**src/rtl/cpu_control_alu.sv**
```systemverilog
`default_nettype none
// ============================================================================
// Module      : cpu_control_alu
// Description : Control FSM, 8-bit ALU and next-PC mux for the 8-bit CPU.
//               Optional HALT state enabled by defining CTRL_HALT_EN.
// Revision    : 1.0 - initial release
// ============================================================================
module cpu_control_alu (
  input  logic       clk,
  input  logic       rst_n,
  input  logic [7:0] irvalue,
  input  logic       zero,
  input  logic       negative,
  input  logic [7:0] dbus,
  input  logic [7:0] sbus,
  input  logic [7:0] imm,
  input  logic [7:0] pcadd,
  output logic [7:0] aluout,
  output logic [7:0] pcin,
  output logic       irload,
  output logic       imload,
  output logic       pcload,
  output logic       pcsel,
  output logic       readwrite,
  output logic       dwrite,
  output logic [1:0] dregsel,
  output logic [1:0] sregsel,
  output logic [1:0] aluop,
  output logic [1:0] regsel,
  output logic [1:0] addrsel
);

`ifdef CTRL_HALT_EN
  typedef enum logic [1:0] {
    S_FETCH  = 2'd0,
    S_DECODE = 2'd1,
    S_EXEC   = 2'd2,
    S_HALT   = 2'd3
  } state_t;
`else
  typedef enum logic [1:0] {
    S_FETCH  = 2'd0,
    S_DECODE = 2'd1,
    S_EXEC   = 2'd2
  } state_t;
`endif

  localparam logic [3:0] c_OP_ADD = 4'h1;
  localparam logic [3:0] c_OP_SUB = 4'h2;
  localparam logic [3:0] c_OP_AND = 4'h3;
  localparam logic [3:0] c_OP_OR  = 4'h4;
  localparam logic [3:0] c_OP_MOV = 4'h5;
  localparam logic [3:0] c_OP_LDI = 4'h6;
  localparam logic [3:0] c_OP_LD  = 4'h7;
  localparam logic [3:0] c_OP_ST  = 4'h8;
  localparam logic [3:0] c_OP_LDA = 4'h9;
  localparam logic [3:0] c_OP_JMP = 4'hA;
  localparam logic [3:0] c_OP_JZ  = 4'hB;
  localparam logic [3:0] c_OP_JN  = 4'hC;
`ifdef CTRL_HALT_EN
  localparam logic [3:0] c_OP_HLT = 4'hF;
`endif

  localparam logic [1:0] c_ALU_ADD = 2'b00;
  localparam logic [1:0] c_ALU_SUB = 2'b01;
  localparam logic [1:0] c_ALU_AND = 2'b10;
  localparam logic [1:0] c_ALU_OR  = 2'b11;

  state_t     r_state;
  state_t     w_next_state;
  logic [3:0] w_op;
  logic [1:0] w_d;
  logic [1:0] w_s;
  logic       w_two_byte;

  assign w_op = irvalue[7:4];
  assign w_d  = irvalue[3:2];
  assign w_s  = irvalue[1:0];

  assign w_two_byte = (w_op == c_OP_LDI) || (w_op == c_OP_ST)  || (w_op == c_OP_LDA) ||
                      (w_op == c_OP_JMP) || (w_op == c_OP_JZ)  || (w_op == c_OP_JN);

  always_ff @(posedge clk or negedge rst_n) begin
    if (!rst_n) begin
      r_state <= S_FETCH;
    end else begin
      r_state <= w_next_state;
    end
  end

  always_comb begin
    w_next_state = r_state;
    case (r_state)
      S_FETCH:  w_next_state = S_DECODE;
      S_DECODE: w_next_state = S_EXEC;
      S_EXEC: begin
        w_next_state = S_FETCH;
`ifdef CTRL_HALT_EN
        if (w_op == c_OP_HLT) begin
          w_next_state = S_HALT;
        end
`endif
      end
`ifdef CTRL_HALT_EN
      S_HALT:   w_next_state = S_HALT;
`endif
      default:  w_next_state = S_FETCH;
    endcase
  end

  // Outputs are held idle while reset is low, even though the state reads FETCH.
  always_comb begin
    irload    = 1'b0;
    imload    = 1'b0;
    pcload    = 1'b0;
    pcsel     = 1'b1;
    readwrite = 1'b0;
    dwrite    = 1'b0;
    dregsel   = 2'd0;
    sregsel   = 2'd0;
    aluop     = c_ALU_ADD;
    regsel    = 2'd0;
    addrsel   = 2'd0;
    if (rst_n) begin
      case (r_state)
        S_FETCH: begin
          irload = 1'b1;
          pcload = 1'b1;
        end
        S_DECODE: begin
          if (w_two_byte) begin
            imload = 1'b1;
            pcload = 1'b1;
          end
        end
        S_EXEC: begin
          dregsel = w_d;
          sregsel = w_s;
          case (w_op)
            c_OP_ADD, c_OP_SUB, c_OP_AND, c_OP_OR: begin
              aluop  = w_op[1:0] - 2'd1;
              regsel = 2'd3;
              dwrite = 1'b1;
            end
            c_OP_MOV: begin
              regsel = 2'd1;
              dwrite = 1'b1;
            end
            c_OP_LDI: begin
              regsel = 2'd0;
              dwrite = 1'b1;
            end
            c_OP_LD: begin
              addrsel = 2'd2;
              regsel  = 2'd2;
              dwrite  = 1'b1;
            end
            c_OP_ST: begin
              // Route d through both ALU ports so AND returns d as write data.
              sregsel   = w_d;
              aluop     = c_ALU_AND;
              addrsel   = 2'd1;
              readwrite = 1'b1;
            end
            c_OP_LDA: begin
              addrsel = 2'd1;
              regsel  = 2'd2;
              dwrite  = 1'b1;
            end
            c_OP_JMP: begin
              pcsel  = 1'b0;
              pcload = 1'b1;
            end
            c_OP_JZ: begin
              pcsel  = 1'b0;
              pcload = zero;
            end
            c_OP_JN: begin
              pcsel  = 1'b0;
              pcload = negative;
            end
            default: ;
          endcase
        end
        default: ;
      endcase
    end
  end

  always_comb begin
    case (aluop)
      c_ALU_ADD: aluout = dbus + sbus;
      c_ALU_SUB: aluout = dbus - sbus;
      c_ALU_AND: aluout = dbus & sbus;
      c_ALU_OR:  aluout = dbus | sbus;
      default:   aluout = 8'd0;
    endcase
  end

  assign pcin = pcsel ? pcadd : imm;

endmodule
`default_nettype wire

```
**config.mk**
```make
export PLATFORM = sky130hd
export DESIGN_NAME = cpu_control_alu
export DESIGN_NICKNAME = d
export VERILOG_FILES = /design/src/rtl/cpu_control_alu.sv
export SDC_FILE = /design/constraint.sdc
export NUM_CORES = 1
export LEC_CHECK = 0
export CAP_MARGIN = 30
export CORE_ASPECT_RATIO = 0.7
export CORE_MARGIN = 2
export CORE_UTILIZATION = 35
export CTS_BUF_LIST = sky130_fd_sc_hd__clkbuf_8
export DETAILED_ROUTE_END_ITERATION = 8
export DONT_BUFFER_PORTS = 1
export MAX_ROUTING_LAYER = met4
export SLEW_MARGIN = 5
export SYNTH_ARGS = -nofsm -noshare
export SYNTH_HDL_FRONTEND = slang
export SYNTH_SLANG_ARGS = --single-unit
```
**constraint.sdc**
```tcl
create_clock -name clk -period 7 [get_ports clk]
set_clock_uncertainty 0.2 [all_clocks]
set_input_delay 1.05 -clock clk [delete_from_list [all_inputs] [get_ports clk]]
set_output_delay 1.05 -clock clk [all_outputs]
set_load 0.005 [all_outputs]
```
Word level (Yosys, flattened, before mapping)
Cells that the tools add are included.
{ "word_totals": {"register_bits": 2, "input_bits": 44} }
{ "classes": {"addsub": 3, "eq_ne": 17, "n_mux": 34, "bitwise_logic": 2, "reduce_logical": 12} }
{ "op_table": {"columns": ["op", "count"], "rows": [
  ["8-bit one-hot mux with 4 select lines", 1],
  ["2-bit two-way mux", 11],
  ["4-bit equality test, second input constant", 5],
  ["4-bit by 3-bit equality test with 1-bit output, second input constant", 4],
  ["1-bit two-way mux", 15],
  ["2-bit one-hot mux with 2 select lines", 3],
  ["8-bit adder", 1],
  ["8-bit bitwise AND", 1],
  ["4-bit by 2-bit equality test with 1-bit output, second input constant", 2],
  ["8-bit two-way mux", 1],
  ["8-bit bitwise OR", 1],
  ["8-bit OR reduction", 1],
  ["8-bit subtractor", 1],
  ["2-bit equality test, second input constant", 3],
  ["1-bit one-hot mux with 3 select lines", 2],
  ["2-bit one-hot mux with 3 select lines", 1],
  ["1-bit logical OR", 5],
  ["2-bit by 1-bit equality test with 1-bit output, second input constant", 2],
  ["4-bit by 1-bit equality test with 1-bit output, second input constant", 1],
  ["2-bit logical NOT", 2],
  ["2-bit OR reduction", 2],
  ["4-bit OR reduction", 1],
  ["3-bit OR reduction", 1],
  ["2-bit by 1-bit subtractor with 2-bit output, second input constant", 1]
]} }

Longest topological paths before layout
Gate-level depths: netlist (run 1).
{ "logic_depth": {"depth_word": 9, "ltp_mapped": 16, "depth_no_buf": 14} }

Worst setup path after synthesis (run 1)
Ideal clock, no wire load.
{ "synth_timing": {"path_kind": "in2out", "startpoint": "input port irvalue[5]", "endpoint": "output port aluout[7]", "arrival_ns": 3.754, "required_ns": 5.750, "setup_slack_ns": 1.996, "cell_stages": 14, "cell_sequence": "inv_1 > ha_1 > nor4_4 > nor4_4 > buf_2 > nand2_1 > mux2i_1 > ha_1 > nor2b_1 > o2111ai_1 > a31oi_1 > xor2_1 > mux2_1 > o211ai_1"} }
{ "synth_between": {"elab_chain_cells": 7} }
{ "synth_rtl": {"columns": ["element", "line_no", "source"], "rows": [
  ["start, declared", "11", "input logic [7:0] irvalue,"],
  ["4-bit by 1-bit equality test with 1-bit output, or another cell as far along", "139", "case (w_op)"],
  ["4-bit OR reduction", null, null],
  ["2-bit one-hot mux with 2 select lines (*)", "139", null],
  ["2-bit two-way mux (*)", "125", "case (r_state)"],
  ["2-bit two-way mux (*)", "124", "if (rst_n) begin"],
  ["via aluop[0]", "28", "output logic [1:0] aluop,"],
  ["2-bit equality test, or another cell as far along", "191", "case (aluop)"],
  ["8-bit one-hot mux with 4 select lines (*)", "191", null],
  ["end, declared", "18", "output logic [7:0] aluout,"]
]} }
Mark *: on every way through the listed nets, which the timed path passes. The rest lies on a longest branch.

Worst setup path in the final report (run 1)
{ "layout_timing": {"startpoint": "input port irvalue[4]", "endpoint": "output port aluout[7]"} }
The elaborated chain is that of the path after synthesis.

==> impl_metrics.yaml, run 1 <==
pwr:
  total_power_uw: 125
  vdd_ir_drop_max_mv: 0.129
  power_per_cell_area_nw_per_um2: 99.7
  combPwrFrac: 0.550
  p_int_uw: 79.5
  clkPwrFrac: 0.357
  p_sw_uw: 45.1
  p_leak_uw: 0.000508
  p_sw_frac: 0.362
  pwr-share-seq: 0.094
layout:
  finalNonFillerCells: 212
  largest_reg_flops: 2
  n_antenna_cell: 0
  largest_register: "r_state"
  drive_gt1_frac: 0.109
  nFillCells: 339
  synthToLayoutAreaGrowth_pct: 4.50
  fin_nets: 226
  largestRegisters: "r_state: 2 flops"
clock_network:
  cts_setup_buffers: 0
  cts_tree: "yes"
  cts_resized: 0
  clock_path_buffers: 2
  numCtsBuffers: 3
  hold_buffers: 0
  cts-root-buf: "clkbuf_8"
  insertion_delay_ns: 0.21
  cts.clk_slew.worst_paths_ns: 0.03
  cts_sinks: 2
  cts_max_level: 1
setup_path:
  critPathKind: "input pin to primary output"
  timing.critical_path.mode_cell: "ha_1"
  rrSetupSlack_ns: 6.10
  crit_path_top_delay_cell: "nor4_4"
  r2r-end: "r_state[1]$_DFF_PN0_"
  arrival_ns: 4.45
  path_cells: "inv_1, ha_1, nor2b_4, nor4_4, nand2_1, mux2i_1, ha_1, nor2b_1, o2111ai_1, a31oi_1, xor2_1, mux2_1, o211ai_1"
  reg2reg_depth: 1
  worstPathRequired_ns: 5.75
  cp-end-kind: "primary output"
  critPathLaunchType: "input pin"
  crit_fanout: 15
  worstPathBufferInverterCount: 1
  crit_family: "simple AND/OR/NAND/NOR gates"
  timing.rr.start: "r_state[1]$_DFF_PN0_"
  max_stage_delay_ns: 0.75
grt:
  grt_overflow: 0
  grt_pass1_wl_mm: 5.30
  grt_pass1_vias: 1161
  groute.usage.overall: 0.178
  grt_start_max_net_pins: 18
  antenna_found_initial: 0
timing:
  holdWs_ns: 0.260
  fin_crit_sh: 0.815
  tns_ns: 0
  worst_pin_slew_ns: 0.891
  setup_violations: 0
  hold_viol_final: 0
  drv_slew: 0
  clock.fmax_mhz: 175
  finalCriticalPeriod_ns: 5.70
  rsz0062_at_grt: "no"
  slew_headroom: 0.402
floorplan:
  core_area_um2: 3210
  num_io_pins: 76
  row_count: 17
  dieArea_um2: 3910
  initial_core_util: 0.372
  die_y_um: 52.9
  dieWidth_um: 73.9
hold_path:
  min_path_type: "register to register"
  hold_start: "r_state[0]$_DFF_PN0_"
  worstHoldPathCells: 1
  whs_endpoint: "r_state[0]$_DFF_PN0_"
synth:
  syn_area_um2: 1200
  synth.largest_area_cell: "ha_1"
  synth_area_leaders: "ha_1 (15%), mux2_2 (7.5%), a21oi_1 (7.1%)"
  ys_seq_elements: 2
  ys_seq_area_frac: 0.0418
  yosys_most_used_dff: "dfrtp_1"
  ys_types: 43
  yosysWarnings: 0
  synthTopCellsByCount: "nor2_1 (21), nand2_1 (19), a21oi_1 (17), ha_1 (14), inv_1 (11)"
  synth_area_per_cell_um2: 7.08
  yosys.cell_count.top_type: "nor2_1"
  synthesis.nets: 228
  synthArstFlopShare: 1.00
  netlist_instances: 169
  synth_edf_count: 0
  synth_top_area_share: 0.146
job:
  drv_cap: 0
place:
  io_buffers: 0
  placedCellCount: 209
  dp_hpwl_mm: 2.89
  gp_congestion: 0.916
route:
  antenna_left: 0
  drc: 0
  first_pass_iters: 4
  avgRoutedWirePerCell_um: 16.1
  vias_per_cell: 5.57
  drtIter0Drc: 32
  num_vias: 1180
  drt-total-wl_mm: 3.41
run_status:
  status: "complete, no violations"
[power by group through the flow]
| stage | Clock (uW) | Sequential, uW | Combinational, uW |
|---|---|---|---|
| final | 44.4 | 11.7 | 68.5 |
| after global routing | 47.2 | 11.7 | 76.4 |
| after CTS | 45.4 | 11.7 | 68.9 |
| after detailed placement | 0 | 11.8 | 68.3 |
| after global placement | 0 | 11.8 | 66.3 |
| after floorplan | 0 | 11.8 | 58.5 |
[area by class of cell]
type,count,area (um2),area share
flip-flops and latches,2,50.0,0.0400
multi-input cells,148,1050,0.844
well taps,47,58.8,0.0470
clock buffers,3,41.3,0.0330
inverters,12,45.0,0.0360
[stage by stage]
| stage | util | setup slack, ns | cell area [um2] |
|---|---|---|---|
| floorplan | - | 2.00 | 1200 |
| global placement | 0.376 | 1.54 | 1210 |
| detailed placement | 0.376 | 1.24 | 1210 |
| CTS | 0.389 | 1.26 | 1250 |
| global route | 0.389 | 1.03 | 1250 |
| finish | 0.389 | 1.30 | 1250 |
[layer usage]
layer  track usage  up-vias  routed length, um
met5             -        -                  0
met4        0.0212        0                  0
met3        0.0381        0                315
met2         0.330       62               1700
met1         0.202      539               1400
li1              -      579                  -
[cell families after synthesis]
logic type / count (synthesis) / synth area share
XOR/XNOR: 11 / 0.0806
adder cells (fa/ha/maj): 19 / 0.197
multiplexers: 11 / 0.101
flip-flops: 2 / 0.0418
AO/OA/AOI/OAI: 38 / 0.191
buffers and inverters: 19 / 0.0764
AND/OR/NAND/NOR: 69 / 0.312
[cell usage in the layout (no fill, tap or decap), types with 4 or more instances in the layout]
| cell | n |
|---|---|
| nand2_1 | 19 |
| ha_1 | 14 |
| xnor2_1 | 8 |
| a21o_1 | 4 |
| nor2b_1 | 4 |
| o21ai_0 | 4 |
| maj3_1 | 4 |
| nor3_1 | 5 |
| nor2_1 | 21 |
| mux2_2 | 8 |
| inv_1 | 11 |
| a21oi_1 | 17 |
[worst max-delay path by stage]
stage                     startpoint         to  cells past startpoint
after floorplan           irvalue[5]  aluout[7]                     14
after global placement    irvalue[5]  aluout[7]                     13
after detailed placement  irvalue[4]  aluout[7]                     13
after CTS                 irvalue[4]  aluout[7]                     13
after global routing      irvalue[5]  aluout[7]                     13
final                     irvalue[4]  aluout[7]                     13
Power figures use the tool's default switching activity.
==> run 2: changes to the inputs <==
ABC_AREA = 1   (was unset)
clock period = 5.8 ns   (was 7 ns; I/O delays follow)
==> impl_metrics.yaml, run 2 <==
run_status:
  status: "complete, no violations"
synth:
  yosys_most_used_dff: "dfrtp_1"
  yosys.cell_count.top_type: "nand2_1"
  synth_edf_count: 0
  synth.largest_area_cell: "ha_1"
  ys_seq_area_frac: 0.0429
  synthArstFlopShare: 1.00
  synthTopCellsByCount: "nand2_1 (34), inv_1 (30), nor2_1 (16), a21oi_1 (14), ha_1 (14)"
  syn_area_um2: 1170
  ys_types: 32
  synthesis.nets: 242
  synth_area_leaders: "ha_1 (15%), nand2_1 (11%), inv_1 (9.7%)"
  ys_seq_elements: 2
  synth_top_area_share: 0.150
  yosysWarnings: 0
  netlist_instances: 183
  synth_area_per_cell_um2: 6.37
layout:
  synthToLayoutAreaGrowth_pct: 6.65
  fin_util: 0.392
  largestRegisters: "r_state: 2 flops"
  layout_commonest_cell: "nand2_1"
  drive_gt1_frac: 0.130
  nFillCells: 341
  largest_register: "r_state"
  fin_area_um2: 1240
  n_antenna_cell: 0
  largest_reg_flops: 2
  fin_nets: 246
  layout_common_cells: "nand2_1 (34), inv_1 (30), nor2_1 (16)"
route:
  vias_per_cell: 5.07
  drt-total-wl_mm: 2.93
  first_pass_iters: 4
  avgRoutedWirePerCell_um: 13.1
  antenna_left: 0
  drc: 0
  num_vias: 1131
  drtIter0Drc: 65
grt:
  grt_pass1_vias: 944
  grt_pass1_wl_mm: 4.56
  groute.usage.overall: 0.156
  grt_overflow: 0
  grt_start_max_net_pins: 12
  antenna_found_initial: 0
setup_path:
  arrival_ns: 3.35
  critPathKind: "input pin to primary output"
  crit_fanout: 9
  critPathLaunchType: "input pin"
  max_stage_delay_ns: 0.47
  cp-end-kind: "primary output"
  crit_path_top_delay_cell: "fa_1"
  path_cells: "inv_1, ha_1, inv_1, a21oi_4, nand3_4, nor2_8, nand3_4, inv_1, o21ai_0, fa_1, a21oi_1, o21ai_0, nand2_1, nand2_1, nand2_1, nand2_1, nand2_1, nand2_1, o22ai_1"
  worstPathRequired_ns: 4.73
  timing.critical_path.mode_cell: "nand2_1"
floorplan:
  num_io_pins: 76
  row_count: 17
  initial_core_util: 0.368
  dieArea_um2: 3820
  dieWidth_um: 73.0
  core_area_um2: 3170
  die_y_um: 52.3
place:
  io_buffers: 0
  gp_congestion: 0.846
  place_area_um2: 1200
  dp_hpwl_mm: 2.51
hold_path:
  min_path_type: "input pin to asynchronous set/reset pin"
clock_network:
  cts_tree: "yes"
  cts_max_level: 1
  hold_buffers: 0
  cts.clk_slew.worst_paths_ns: 0.03
  cts_setup_buffers: 0
  insertion_delay_ns: 0.21
  numCtsBuffers: 3
  clock_path_buffers: 2
  cts_sinks: 2
  cts_resized: 0
  cts-root-buf: "clkbuf_8"
timing:
  drv_slew: 0
  holdWs_ns: 0.158
  hold_viol_final: 0
  clock.fmax_mhz: 226
  tns_ns: 0
  fin_crit_sh: 0.763
  slew_headroom: 0.704
  setup_violations: 0
  finalCriticalPeriod_ns: 4.42
  worst_pin_slew_ns: 0.442
  rsz0062_at_grt: "no"
pwr:
  power_per_cell_area_nw_per_um2: 113
  total_power_uw: 141
  vdd_ir_drop_max_mv: 0.0472
  p_leak_uw: 0.000646
job:
  drv_cap: 0
## run 2: cell count changes after synthesis, sizes merged, moves of 11 or more
cell | previous run | this run
nand2 | 19 | 38
nand3 | 3 | 14
inv | 12 | 31
o21ai | 5 | 17
## run 2: final cells by class
type	count	area [um2]	area share
Clock buffer	3	41.3	0.0332
Inverter	31	116	0.0936
Multi-Input combinational cell	149	988	0.795
Sequential cell	2	50.0	0.0402
Tap cell	38	47.5	0.0382
## run 2: logic make-up after synthesis
| kind of cell | count (synthesis) | share of synthesized area |
|---|---|---|
| mux | 8 | 0.0773 |
| simple gates | 76 | 0.326 |
| fa+ha+maj | 15 | 0.167 |
| flops | 2 | 0.0429 |
| compound gates | 43 | 0.224 |
| buf+inv | 32 | 0.109 |
| xor+xnor | 7 | 0.0526 |
## run 2: metal layers
| layer | global-route usage | routed length, um | up-vias |
|---|---|---|---|
| met4 | 0.0278 | 15 | 0 |
| met2 | 0.194 | 1120 | 42 |
| met3 | 0.0308 | 174 | 2 |
| met1 | 0.248 | 1620 | 466 |
| met5 | - | 0 | - |
| li1 | - | - | 621 |
## run 2: power by group
| group | internal, uW | total, uW | switching, uW |
|---|---|---|---|
| sequential | 14.1 | 14.1 | 0 |
| combinational | 31.0 | 73.1 | 42.1 |
| clock | 43.8 | 53.9 | 10.1 |
## run 2: worst paths after layout
kind / from / slack, ns / endpoint / depth (start not counted)
hold reg to reg: r_state[0]$_DFF_PN0_ / 0.25 / r_state[0]$_DFF_PN0_ / 1
setup reg to reg: r_state[0]$_DFF_PN0_ / 4.91 / r_state[1]$_DFF_PN0_ / 2
min in group clk: r_state[0]$_DFF_PN0_ / 0.25 / r_state[0]$_DFF_PN0_ / 1
setup / recovery: irvalue[4] / 1.38 / aluout[6] / 19
max in group asynchronous: rst_n / 5.17 / r_state[1]$_DFF_PN0_ / 0
hold / removal: rst_n / 0.16 / r_state[0]$_DFF_PN0_ / 0
## run 2: metrics by stage
stage	instances	worst slack [ns]
finish	223	1.38
CTS	223	1.36
global placement	220	1.37
global route	223	1.00
detailed placement	220	1.36
floorplan	183	1.71
## run 2: critical path, delay by kind of cell
kind	cells	cell delay, ns
buf+inv	3	0.27
fa+ha+maj	2	0.66
simple gates	9	0.79
compound gates	5	0.76
==> run 3: changes to the inputs <==
ABC_AREA = 0   (was 1)
clock period = 4 ns   (was 5.8 ns; I/O delays follow)
==> impl_metrics.yaml, run 3 (synthesis gave the netlist of run 1 again) <==
place:
  placedCellCount: 214
  gp_congestion: 0.812
  io_buffers: 0
  dp_slack_ns: 0.0222
  dp_hpwl_mm: 2.80
hold_path:
  min_path_type: "register to register"
pwr:
  power_per_cell_area_nw_per_um2: 167
  total_power_uw: 240
  vdd_ir_drop_max_mv: 0.123
  p_leak_uw: 0.000582
setup_path:
  reg2reg_depth: 1
  rrSetupSlack_ns: 3.12
  worstPathRequired_ns: 3.20
  timing.rr.start: "r_state[1]$_DFF_PN0_"
  r2r-end: "r_state[1]$_DFF_PN0_"
  crit_fanout: 4
  worstSetupEndpoint: "aluout[7]"
  cp-end-kind: "primary output"
  crit_start: "irvalue[4]"
  critPathKind: "input pin to primary output"
  arrival_ns: 3.11
  critPathLaunchType: "input pin"
layout:
  layout_commonest_cell: "nand2_1"
  finalNonFillerCells: 225
  largest_register: "r_state"
  multi_input_area_um2: 1130
  fin_nets: 239
  largestRegisters: "r_state: 2 flops"
  nFillCells: 326
  drive_gt1_frac: 0.258
  layout_common_cells: "nand2_1 (19), nor2_1 (18), a21oi_1 (15)"
  final-seq-area_um2: 50.0
  fin_util: 0.446
  largest_reg_flops: 2
  n_antenna_cell: 0
  synthToLayoutAreaGrowth_pct: 19.9
floorplan:
  num_io_pins: 76
  die_y_um: 52.9
  dieArea_um2: 3910
  core_area_um2: 3210
  dieWidth_um: 73.9
  initial_core_util: 0.372
  row_count: 17
route:
  num_vias: 1229
  first_pass_iters: 4
  avgRoutedWirePerCell_um: 15.1
  antenna_left: 0
  drt-total-wl_mm: 3.39
  vias_per_cell: 5.46
  drtIter0Drc: 59
  drc: 0
timing:
  setup_violations: 0
  slew_headroom: 0.582
  fin_ws_ns: 0.0907
  holdWs_ns: 0.258
  worst_pin_slew_ns: 0.618
  finalCriticalPeriod_ns: 3.91
  drv_slew: 0
  fin_crit_sh: 0.977
  rsz0062_at_grt: "yes"
  clock.fmax_mhz: 256
  hold_viol_final: 0
job:
  drv_cap: 0
clock_network:
  cts.clk_slew.worst_paths_ns: 0.03
  insertion_delay_ns: 0.21
  cts-root-buf: "clkbuf_8"
  cts_sinks: 2
  numCtsBuffers: 3
  cts_tree: "yes"
  clock_path_buffers: 2
  cts_max_level: 1
grt:
  grt_start_max_net_pins: 18
  antenna_found_initial: 0
  groute.usage.overall: 0.173
  grt_pass1_vias: 1090
  grt_overflow: 0
  grt_pass1_wl_mm: 5.09
run_status:
  status: "complete, no violations"
## run 3: cell count changes in the layout (fill, tap and decap cells not counted), moves of 3 or more
| cell | delta |
|---|---|
| nor2b_1 | +4 |
| nand3_1 | -9 |
| o21ai_1 | -3 |
| o21ai_0 | -9 |
| nand2_1 | -15 |
| buf_4 | +12 |
| maj3_1 | +4 |
| a21o_1 | +3 |
| nand2_2 | -4 |
| inv_1 | -21 |
| xnor2_1 | +4 |
## run 3: final cells by class
cell class                      count  share of cell area
Multi-Input combinational cell    148               0.791
Timing Repair Buffer               13              0.0698
Tap cell                           47              0.0410
Sequential cell                     2              0.0349
Inverter                           12              0.0340
Clock buffer                        3              0.0288
## run 3: worst min path at each step
stage                                    start                    to  slack (ns)  cells after the start
final                     r_state[0]$_DFF_PN0_  r_state[0]$_DFF_PN0_        0.26                      1
after global routing      r_state[0]$_DFF_PN0_  r_state[0]$_DFF_PN0_        0.29                      1
after CTS                 r_state[0]$_DFF_PN0_  r_state[0]$_DFF_PN0_        0.26                      1
after detailed placement                 rst_n  r_state[1]$_DFF_PN0_        0.10                      0
after global placement                   rst_n  r_state[1]$_DFF_PN0_        0.10                      0
after floorplan                          rst_n  r_state[0]$_DFF_PN0_        0.10                      0
## run 3: where the power goes
group	leakage (uW)	internal [uW]	switching, uW	total, uW
combinational	0.000536	71.8	70.7	142
sequential	0.0000239	20.4	0	20.4
clock	0.0000216	63.4	13.6	77.0
total	0.000582	156	84.2	240
## run 3: repair_timing
item                                    4_1_cts  5_1_grt
setup buffers                                 0        7
hold buffers                                  1        0
gates resized for setup                       0       14
endpoints found under the setup margin        0        2
hold endpoints to repair                      2        0
## run 3: layer usage
| layer | vias up | routed length (um) | GRT usage |
|---|---|---|---|
| li1 | 609 | - | - |
| met2 | 53 | 1680 | 0.298 |
| met3 | 2 | 230 | 0.0286 |
| met1 | 565 | 1470 | 0.213 |
| met5 | - | 0 | - |
| met4 | 0 | 7 | 0.0394 |
## run 3: critical path, cell delays in order
cell,delay [ns]
ha_1,0.22
nor4_4,0.35
nor4_4,0.09
nand2_1,0.13
o31ai_2,0.09
xor2_1,0.15
ha_1,0.38
a21o_1,0.14
nand2_1,0.07
a31oi_1,0.17
xor2_1,0.28
mux2_4,0.33
o211ai_1,0.12
## run 3: through the flow
step | setup TNS, ns | instance area (um2)
floorplan | 0 | 1230
global placement | 0 | 1270
detailed placement | 0 | 1270
CTS | 0 | 1330
global route | -0.0455 | 1430
finish | 0 | 1430
